### src/rtl/hazard_ctrl_if.sv
// ============================================================================
//  Module      : hazard_ctrl_if
//  Description : Signal bundle between the WISC pipeline datapath and the
//                hazard/flush controller. The master modport is the pipeline
//                side: it supplies register indices and stage status, and it
//                receives the stall/bubble/flush/freeze controls. The slave
//                modport is the controller side.
//  Parameters  : REG_W  - register index width
//                PERF_W - stall performance counter width
//  Signals     : Rs_d, Rt_d, RsUse_d, RtUse_d, nop_d   decode-stage operands
//                Rd_x, RegWrite_x, MemRead_x            EX-stage producer
//                Rd_m, RegWrite_m                       MEM-stage producer
//                branchTaken_m, halt_m, dmem_busy       MEM-stage events
//                stall_fd, bubble_dx, freeze            hold/insert controls
//                flush_fd, flush_dx                     squash controls
//                hz_state, stall_cnt                    status / perf counter
//  Revision    : 1.0 - initial release
// ============================================================================
`default_nettype none

interface hazard_ctrl_if #(
   parameter int REG_W  = 3,
   parameter int PERF_W = 16
);
   logic [REG_W-1:0]  Rs_d;
   logic [REG_W-1:0]  Rt_d;
   logic              RsUse_d;
   logic              RtUse_d;
   logic              nop_d;
   logic [REG_W-1:0]  Rd_x;
   logic              RegWrite_x;
   logic              MemRead_x;
   logic [REG_W-1:0]  Rd_m;
   logic              RegWrite_m;
   logic              branchTaken_m;
   logic              halt_m;
   logic              dmem_busy;
   logic              stall_fd;
   logic              bubble_dx;
   logic              freeze;
   logic              flush_fd;
   logic              flush_dx;
   logic [1:0]        hz_state;
   logic [PERF_W-1:0] stall_cnt;

   modport master (
      output Rs_d, Rt_d, RsUse_d, RtUse_d, nop_d,
      output Rd_x, RegWrite_x, MemRead_x, Rd_m, RegWrite_m,
      output branchTaken_m, halt_m, dmem_busy,
      input  stall_fd, bubble_dx, freeze, flush_fd, flush_dx,
      input  hz_state, stall_cnt
   );

   modport slave (
      input  Rs_d, Rt_d, RsUse_d, RtUse_d, nop_d,
      input  Rd_x, RegWrite_x, MemRead_x, Rd_m, RegWrite_m,
      input  branchTaken_m, halt_m, dmem_busy,
      output stall_fd, bubble_dx, freeze, flush_fd, flush_dx,
      output hz_state, stall_cnt
   );
endinterface

`default_nettype wire

### src/rtl/hazard_ctrl.sv
// ============================================================================
//  Module      : hazard_ctrl
//  Description : Hazard and flush controller for the 5-stage WISC pipeline.
//                Detects RAW hazards in decode, issues the required number of
//                bubbles through a small RUN/HAZ/HALTED FSM with a bubble
//                counter (no re-detection while bubbles are draining), flushes
//                on taken branches, freezes everything while data memory is
//                busy and latches HALT until reset.
//  Config      : FWD_EN - when defined, EX->EX and MEM->EX forwarding exists,
//                so only load-use hazards stall (at most one bubble). When
//                undefined, no forwarding; EX producers cost 2 bubbles and
//                MEM producers 1 (register file writes before it is read).
//  Ports       : clk, rst       clock, asynchronous active-high reset
//                hz (slave)     pipeline hazard bundle, see hazard_ctrl_if
//  Revision    : 1.0 - initial release
// ============================================================================
`default_nettype none

module hazard_ctrl #(
   parameter int REG_W  = 3,
   parameter int PERF_W = 16
) (
   input  wire logic     clk,
   input  wire logic     rst,
   hazard_ctrl_if.slave  hz
);

   typedef enum logic [1:0] {
      ST_RUN    = 2'd0,
      ST_HAZ    = 2'd1,
      ST_HALTED = 2'd2
   } hz_state_t;

   localparam logic [PERF_W-1:0] c_perf_one = {{(PERF_W-1){1'b0}}, 1'b1};

   hz_state_t         r_state;
   logic [1:0]        r_cnt;
   logic [PERF_W-1:0] r_stall_cnt;

   hz_state_t         w_state_nxt;
   logic [1:0]        w_cnt_nxt;
   logic [1:0]        w_need_rs;
   logic [1:0]        w_need_rt;
   logic [1:0]        w_need;
   logic              w_stall_fd;
   logic              w_bubble_dx;
   logic              w_freeze;
   logic              w_flush_fd;
   logic              w_flush_dx;

   logic [REG_W-1:0]  w_rs;
   logic [REG_W-1:0]  w_rt;
   logic [REG_W-1:0]  w_rd_x;
   logic [REG_W-1:0]  w_rd_m;

   assign w_rs   = hz.Rs_d;
   assign w_rt   = hz.Rt_d;
   assign w_rd_x = hz.Rd_x;
   assign w_rd_m = hz.Rd_m;

   // Bubbles one source operand needs before its producer's value is reachable.
   function automatic logic [1:0] op_need(
      input logic             use_op,
      input logic [REG_W-1:0] src,
      input logic [REG_W-1:0] rd_x,
      input logic             wr_x,
      input logic             load_x,
      input logic [REG_W-1:0] rd_m,
      input logic             wr_m
   );
      logic [1:0] n;
      n = 2'd0;
`ifdef FWD_EN
      // Forwarding covers everything except a load result still in EX.
      if (use_op && wr_x && load_x && (src == rd_x)) n = 2'd1;
`else
      if (use_op && wr_x && (src == rd_x))      n = 2'd2;
      else if (use_op && wr_m && (src == rd_m)) n = 2'd1;
`endif
      return n;
   endfunction

   // Inputs that only matter in one build configuration.
   logic w_unused_cfg;
`ifdef FWD_EN
   assign w_unused_cfg = ^{w_rd_m, hz.RegWrite_m};
`else
   assign w_unused_cfg = hz.MemRead_x;
`endif

   always_comb begin
      w_need_rs = 2'd0;
      w_need_rt = 2'd0;
      if (!hz.nop_d) begin
         w_need_rs = op_need(hz.RsUse_d, w_rs, w_rd_x, hz.RegWrite_x,
                             hz.MemRead_x, w_rd_m, hz.RegWrite_m);
         w_need_rt = op_need(hz.RtUse_d, w_rt, w_rd_x, hz.RegWrite_x,
                             hz.MemRead_x, w_rd_m, hz.RegWrite_m);
      end
      w_need = (w_need_rs > w_need_rt) ? w_need_rs : w_need_rt;
   end

   // Output decode and next-state logic. While reset is asserted every
   // control is forced low so a reset in the middle of a stall takes effect
   // on the outputs immediately, not only on the state.
   always_comb begin
      w_stall_fd  = 1'b0;
      w_bubble_dx = 1'b0;
      w_freeze    = 1'b0;
      w_flush_fd  = 1'b0;
      w_flush_dx  = 1'b0;
      w_state_nxt = r_state;
      w_cnt_nxt   = r_cnt;

      if (!rst) begin
         w_freeze = hz.dmem_busy;
         if (r_state == ST_HALTED) begin
            w_stall_fd = 1'b1;
            w_flush_dx = 1'b1;
         end else if (!hz.dmem_busy) begin
            // A frozen cycle leaves FSM and counter untouched; a branch held
            // in MEM across the freeze is therefore taken here, afterwards.
            if (hz.branchTaken_m) begin
               w_flush_fd  = 1'b1;
               w_flush_dx  = 1'b1;
               w_state_nxt = ST_RUN;
               w_cnt_nxt   = 2'd0;
            end else if (r_state == ST_HAZ) begin
               w_stall_fd  = 1'b1;
               w_bubble_dx = 1'b1;
               if (r_cnt <= 2'd1) begin
                  w_state_nxt = ST_RUN;
                  w_cnt_nxt   = 2'd0;
               end else begin
                  w_cnt_nxt   = r_cnt - 2'd1;
               end
            end else if (w_need != 2'd0) begin
               w_stall_fd  = 1'b1;
               w_bubble_dx = 1'b1;
               if (w_need > 2'd1) begin
                  w_state_nxt = ST_HAZ;
                  w_cnt_nxt   = w_need - 2'd1;
               end
            end
            // Halt has priority over a same-cycle branch redirect.
            if (hz.halt_m) begin
               w_state_nxt = ST_HALTED;
               w_cnt_nxt   = 2'd0;
            end
         end
      end
   end

   always_ff @(posedge clk or posedge rst) begin
      if (rst) begin
         r_state     <= ST_RUN;
         r_cnt       <= 2'd0;
         r_stall_cnt <= '0;
      end else begin
         r_state <= w_state_nxt;
         r_cnt   <= w_cnt_nxt;
         if ((w_stall_fd || w_freeze) && (r_stall_cnt != {PERF_W{1'b1}}))
            r_stall_cnt <= r_stall_cnt + c_perf_one;
      end
   end

   assign hz.stall_fd  = w_stall_fd;
   assign hz.bubble_dx = w_bubble_dx;
   assign hz.freeze    = w_freeze;
   assign hz.flush_fd  = w_flush_fd;
   assign hz.flush_dx  = w_flush_dx;
   assign hz.hz_state  = r_state;
   assign hz.stall_cnt = r_stall_cnt;

endmodule

`default_nettype wire

### src/flat_wrapper.sv
// flat-port wrapper written by rule: the top's interface ports become plain ports
module hazard_ctrl_flat 
#(
   parameter int REG_W  = 3,
   parameter int PERF_W = 16
)
  (clk, rst, hz_Rs_d, hz_Rt_d, hz_RsUse_d, hz_RtUse_d, hz_nop_d, hz_Rd_x, hz_RegWrite_x, hz_MemRead_x, hz_Rd_m, hz_RegWrite_m, hz_branchTaken_m, hz_halt_m, hz_dmem_busy, hz_stall_fd, hz_bubble_dx, hz_freeze, hz_flush_fd, hz_flush_dx, hz_hz_state, hz_stall_cnt);
  hazard_ctrl_if #(.REG_W(REG_W), .PERF_W(PERF_W)) hz_i ();
  input  wire logic clk;
  input  wire logic rst;
  input wire logic [$bits(hz_i.Rs_d)-1:0] hz_Rs_d;
  input wire logic [$bits(hz_i.Rt_d)-1:0] hz_Rt_d;
  input wire logic [$bits(hz_i.RsUse_d)-1:0] hz_RsUse_d;
  input wire logic [$bits(hz_i.RtUse_d)-1:0] hz_RtUse_d;
  input wire logic [$bits(hz_i.nop_d)-1:0] hz_nop_d;
  input wire logic [$bits(hz_i.Rd_x)-1:0] hz_Rd_x;
  input wire logic [$bits(hz_i.RegWrite_x)-1:0] hz_RegWrite_x;
  input wire logic [$bits(hz_i.MemRead_x)-1:0] hz_MemRead_x;
  input wire logic [$bits(hz_i.Rd_m)-1:0] hz_Rd_m;
  input wire logic [$bits(hz_i.RegWrite_m)-1:0] hz_RegWrite_m;
  input wire logic [$bits(hz_i.branchTaken_m)-1:0] hz_branchTaken_m;
  input wire logic [$bits(hz_i.halt_m)-1:0] hz_halt_m;
  input wire logic [$bits(hz_i.dmem_busy)-1:0] hz_dmem_busy;
  output wire logic [$bits(hz_i.stall_fd)-1:0] hz_stall_fd;
  output wire logic [$bits(hz_i.bubble_dx)-1:0] hz_bubble_dx;
  output wire logic [$bits(hz_i.freeze)-1:0] hz_freeze;
  output wire logic [$bits(hz_i.flush_fd)-1:0] hz_flush_fd;
  output wire logic [$bits(hz_i.flush_dx)-1:0] hz_flush_dx;
  output wire logic [$bits(hz_i.hz_state)-1:0] hz_hz_state;
  output wire logic [$bits(hz_i.stall_cnt)-1:0] hz_stall_cnt;
  assign hz_i.Rs_d = hz_Rs_d;
  assign hz_i.Rt_d = hz_Rt_d;
  assign hz_i.RsUse_d = hz_RsUse_d;
  assign hz_i.RtUse_d = hz_RtUse_d;
  assign hz_i.nop_d = hz_nop_d;
  assign hz_i.Rd_x = hz_Rd_x;
  assign hz_i.RegWrite_x = hz_RegWrite_x;
  assign hz_i.MemRead_x = hz_MemRead_x;
  assign hz_i.Rd_m = hz_Rd_m;
  assign hz_i.RegWrite_m = hz_RegWrite_m;
  assign hz_i.branchTaken_m = hz_branchTaken_m;
  assign hz_i.halt_m = hz_halt_m;
  assign hz_i.dmem_busy = hz_dmem_busy;
  assign hz_stall_fd = hz_i.stall_fd;
  assign hz_bubble_dx = hz_i.bubble_dx;
  assign hz_freeze = hz_i.freeze;
  assign hz_flush_fd = hz_i.flush_fd;
  assign hz_flush_dx = hz_i.flush_dx;
  assign hz_hz_state = hz_i.hz_state;
  assign hz_stall_cnt = hz_i.stall_cnt;
  hazard_ctrl #(.REG_W(REG_W), .PERF_W(PERF_W)) u_core (.clk(clk), .rst(rst), .hz(hz_i));
endmodule
### config.mk
export PLATFORM = sky130hd
export DESIGN_NAME = hazard_ctrl_flat
export DESIGN_NICKNAME = d
export VERILOG_FILES = /design/src/rtl/hazard_ctrl_if.sv /design/src/rtl/hazard_ctrl.sv /design/src/flat_wrapper.sv
export SDC_FILE = /design/constraint.sdc
export NUM_CORES = 1
export LEC_CHECK = 0
export ABC_AREA = 1
export CAP_MARGIN = 5
export CORE_MARGIN = 2
export CORE_UTILIZATION = 33
export CTS_CLUSTER_DIAMETER = 30
export CTS_CLUSTER_SIZE = 16
export DETAILED_ROUTE_END_ITERATION = 12
export DONT_BUFFER_PORTS = 1
export SLEW_MARGIN = 40
export SYNTH_ARGS = -nofsm -noshare
export SYNTH_HDL_FRONTEND = slang
export SYNTH_SLANG_ARGS = --single-unit
### constraint.sdc
create_clock -name clk -period 4.8 [get_ports clk]
set_input_delay 0.96 -clock clk [delete_from_list [all_inputs] [get_ports clk]]
set_output_delay 0.96 -clock clk [all_outputs]
set_load 0.02 [all_outputs]
## Word level (Yosys, flattened, before mapping)

Index checks and enable logic that the tools add are counted.

- Flip-flop bits (word level): 20
- Bits in latches: 0
- RAM bits: 0
- Bits in read-only memories: 0
- Bits of input ports: 23
- Output and inout bits: 23
- Memories: 0

- $add $sub $neg: 3
- Multiply operators: 0
- Div/mod/pow operators: 0
- Order comparisons: 3
- Equality and inequality tests: 8
- Shifts and indexed selects: 0
- Muxes and demuxes: 34
- Bitwise operators: 3
- Reductions and logical operators: 15

Operators with widths:

| kind | number |
|---|---|
| two-way mux 2 bit | 17 |
| two-way mux 1 bit | 17 |
| adder 16 x 1 -> 16 bit, second input constant | 1 |
| inequality test 16 bit, second input constant | 1 |
| equality test 3 bit | 4 |
| logical AND 1 bit | 9 |
| nonzero test 4 bit | 2 |
| AND reduction 6 bit | 1 |
| AND reduction 5 bit | 1 |
| inequality test 4 bit, second input constant | 1 |
| subtractor 2 x 1 -> 2 bit, second input constant | 2 |
| NOT 1 bit | 3 |
| equality test 2 x 1 -> 1 bit, second input constant | 1 |
| equality test 2 bit, second input constant | 1 |
| > comparator 2 x 1 -> 1 bit, second input constant | 1 |
| > comparator 2 bit | 1 |
| less-or-equal comparator 2 x 1 -> 1 bit, second input constant | 1 |
| nonzero test 2 bit | 1 |
| logical OR 1 bit | 1 |

## Logic depth before layout (Yosys ltp)

- Depth in word-level cells: 16
- Gate-level depth with buffers: 24

## Worst setup path before layout

No wires, ideal clock.

- Path type: input to output
- Start: input hz_Rd_x[2]
- End: output hz_bubble_dx
- Data arrival time: 2.748 ns
- Data required time: 3.840 ns
- Slack: 1.092 ns
- Stages: 18
- Cells stage by stage: inv_1 -> nand2_1 -> nand2_1 -> nor2_1 -> nand2_1 -> nor2_1 -> inv_1 -> ha_1 -> nor2_1 -> o22ai_1 -> inv_1 -> nand3_1 -> nand2_1 -> inv_1 -> ha_1 -> nand2_1 -> nand3_1 -> nor2_1

- Longest elaborated chain between the ends: 13

RTL lines:

| element | RTL line | text |
|---|---|---|
| start, declared | flat_wrapper.sv:16 | `input wire logic [$bits(hz_i.Rd_x)-1:0] hz_Rd_x;` |
| equality test 3 bit | hazard_ctrl.sv:77 | `if (use_op && wr_x && (src == rd_x)) n = 2'd2;` |
| logical AND 1 bit | hazard_ctrl.sv:77 |  |
| two-way mux 2 bit | hazard_ctrl.sv:77 |  |
| two-way mux 2 bit | hazard_ctrl.sv:94 | `if (!hz.nop_d) begin` |
| > comparator 2 bit | hazard_ctrl.sv:100 | `w_need = (w_need_rs > w_need_rt) ? w_need_rs : w_need_rt;` |
| two-way mux 2 bit (*) | hazard_ctrl.sv:100 |  |
| nonzero test 2 bit (*) | hazard_ctrl.sv:137 | `end else if (w_need != 2'd0) begin` |
| two-way mux 1 bit (*) | hazard_ctrl.sv:137 |  |
| two-way mux 1 bit (*) | hazard_ctrl.sv:128 | `end else if (r_state == ST_HAZ) begin` |
| two-way mux 1 bit (*) | hazard_ctrl.sv:123 | `if (hz.branchTaken_m) begin` |
| two-way mux 1 bit (*) | hazard_ctrl.sv:120 | `end else if (!hz.dmem_busy) begin` |
| two-way mux 1 bit (*) | hazard_ctrl.sv:117 | `if (r_state == ST_HALTED) begin` |
| two-way mux 1 bit (*) | hazard_ctrl.sv:115 | `if (!rst) begin` |
| end, declared | flat_wrapper.sv:25 | `output wire logic [$bits(hz_i.bubble_dx)-1:0] hz_bubble_dx;` |

Mark *: on every way between the ends. The rest lies on a longest branch, timed or not.

## Worst setup path in the final report

Same ends and word-level chain as after synthesis.

==> results.ini <==
[status]
status = finished clean

[setup_path]
critPathMaxFanout = 3
cp_slowest_stage_delay_ns = 0.33
startpoint_type = primary input
end_kind = output port
crit_chain = inv_1, nand2_1, nand2_1, nor2_1, nand2_1, nor2_1, inv_1, ha_1, nor2_1, o22ai_1, inv_1, nand3_1, nand2_1, inv_1, ha_1, nand2_1, nand3_1, nor2_1
cp.required_ns = 3.84
crit_type = primary input to output port
timing.critical_path.buf_inv = 4
critPathSlowestCell = nor2_1
crit_top_cell = nand2_1
critical-path-top-delay-family = simple AND/OR/NAND/NOR gates
arrival_ns = 2.98

[run]
cap_violations = 0

[drt]
vias = 1443
drc = 0
drtAntennaViolNets = 0
wirelength_microns = 3494
drt-initial-drc-count = 35
via_per_inst = 4.426
drt-pass1-iter-count = 4
wl_per_cell_microns = 10.72

[pwr]
p_leak_uw = 0.0009594
vdd.ir_drop.worst_mv = 0.1263
power_density_nw_per_um2 = 324.5

[logic_synthesis]
synth_seq_cells = 20
netlist_instances = 258
syn_area_per_cell_sq_um = 6.465
async_flop_share = 1.000
synth_cell_types = 24
ys_seq_area_frac = 0.3001
syn_nets = 287
yosys_warnings = 0
synth_area_sq_um = 1668
synth-edff-count = 0
synth_ff_type = dfrtp_1

[grt]
grt_pass1_vias = 1380
grt_max_degree = 21
grt_overflow = 0
track_usage = 0.1392
antenna_found_initial = 0
grt_pass1_wl_microns = 6120

[clock_tree]
clockBufferDepth = 2
cts_setup_buffers = 0
cts_buffers = 3
clk_latency_ns = 0.26
root_buffer = clkbuf_8
h-tree-depth = 1
cts_resized = 0
hold_buffers = 0
cts.clk_slew.worst_paths_ns = 0.07
cts_tree = done
clock-sinks = 20

[timing]
skew_ns = 0.001588
timing.setup.tns_ns = 0
hold_viol_final = 0
clock.fmax_mhz = 253.9
worst_slew_pin_slew_ns = 0.6780
grt_setup_unrepaired = no
finalCritPeriodShare = 0.8204
period_needed_ns = 3.938
whs_ns = 0.5209
setup-violations-final = 0
finalMaxSlewViolations = 0
slew_headroom = 0.5433

[floorplanning]
rows = 25
die_w_microns = 75.09
core_sq_um = 4786
design.die.area_sq_um = 5639
io_pins = 46
initial_core_util = 0.3485
die_h_microns = 75.09

[layout]
n_antenna_cell = 0
postLayoutCellArea_sq_um = 1770
finalNetCount = 290
mostFrequentLayoutCell = nand2_1
final_cell_mix = nand2_1 (105), inv_1 (40), nor2_1 (30)
area_delta_synth_final_pct = 6.152
drive_gt1_frac = 0.05792

[placed_design]
place_area_sq_um = 1729
place_hpwl_microns = 2802
place.gp.congestion = 0.8616
port_buffers = 0

[min_path]
hold_path.class = flip-flop to flip-flop

## state kept, by name, indices dropped and copies added (netlist names)
signal	count
u_core.hz.stall_cnt	16
u_core.hz.hz_state	2
u_core.r_cnt	2
## cell families (layout without fill, tap and decap cells)
group | count (synthesis) | in the layout | synth area share
adders and majority gates | 6 | 6 | 0.04501
xor gates and xnor gates | 16 | 16 | 0.08402
DFF | 20 | 20 | 0.3001
buffers and inverters | 45 | 46 | 0.1103
AOI/OAI and AO/OA | 12 | 12 | 0.04426
and+or+nand+nor | 159 | 159 | 0.4164
## tightest hold or removal path, delay by kind of cell (launching register included)
family | cells | cell delay [ns]
simple gates | 2 | 0.11
flops | 1 | 0.38
## cells in the mapped netlist, drive strengths merged (2+ instances only)
library cell    n  share of area
o22ai           2         0.0075
o21ai           6          0.018
a31oi           2          0.011
nand3          11          0.041
ha              6          0.045
xnor2           7          0.037
xor2            9          0.047
nor2           31          0.080
dfrtp          20           0.30
nor3            8          0.033
inv            43          0.097
nand2         107           0.25
nand4           2          0.017
buf             2          0.014
## report_power, final
group | internal (uW) | leakage (uW) | switching, uW
Sequential | 203 | 0.000269 | 87.5
Combinational | 56.9 | 0.000669 | 115
Clock | 56.0 | 0.0000216 | 55.4
## per-stage QoR
step / power [uW] / cells / util / setup slack [ns]
2_1_floorplan: 433.6 / 258 / - / 1.092
3_3_place_gp: 464.5 / 323 / 0.3613 / 0.8877
3_5_place_dp: 467.6 / 323 / 0.3613 / 0.8410
4_1_cts: 581.0 / 326 / 0.3699 / 0.8371
5_1_grt: 622.2 / 326 / 0.3699 / 0.5857
6_report: 574.6 / 326 / 0.3699 / 0.8620
## layout make-up
cell class | count | area, sq um
well taps | 67 | 83.83
fillers | 535 | 3015
multi-input cells | 193 | 983.4
inverters | 43 | 161.4
flip-flops and latches | 20 | 500.5
clock buffers | 3 | 41.29
## worst paths after layout
| kind | start | end | slack, ns | depth (start not counted) |
|---|---|---|---|---|
| setup / recovery | hz_Rd_x[2] | hz_bubble_dx | 0.86 | 18 |
| hold / removal | u_core.r_cnt[0] | u_core.r_cnt[0] | 0.52 | 2 |
| setup reg to reg | u_core.hz.stall_cnt[0] | u_core.hz.stall_cnt[13] | 2.91 | 8 |
| hold reg to reg | u_core.r_cnt[0] | u_core.r_cnt[0] | 0.52 | 2 |
| max in group asynchronous | rst | u_core.hz.stall_cnt[15] | 3.91 | 1 |
| min in group asynchronous | rst | u_core.hz.hz_state[1] | 0.58 | 1 |
## routing by layer
layer / global-route usage / wire length, microns
met1: 0.1767 / 1605
met2: 0.2310 / 1613
met3: 0.03347 / 231
met4: 0.04762 / 43
met5: 0 / 0
No activity file was read; power rests on OpenSTA's default activity.
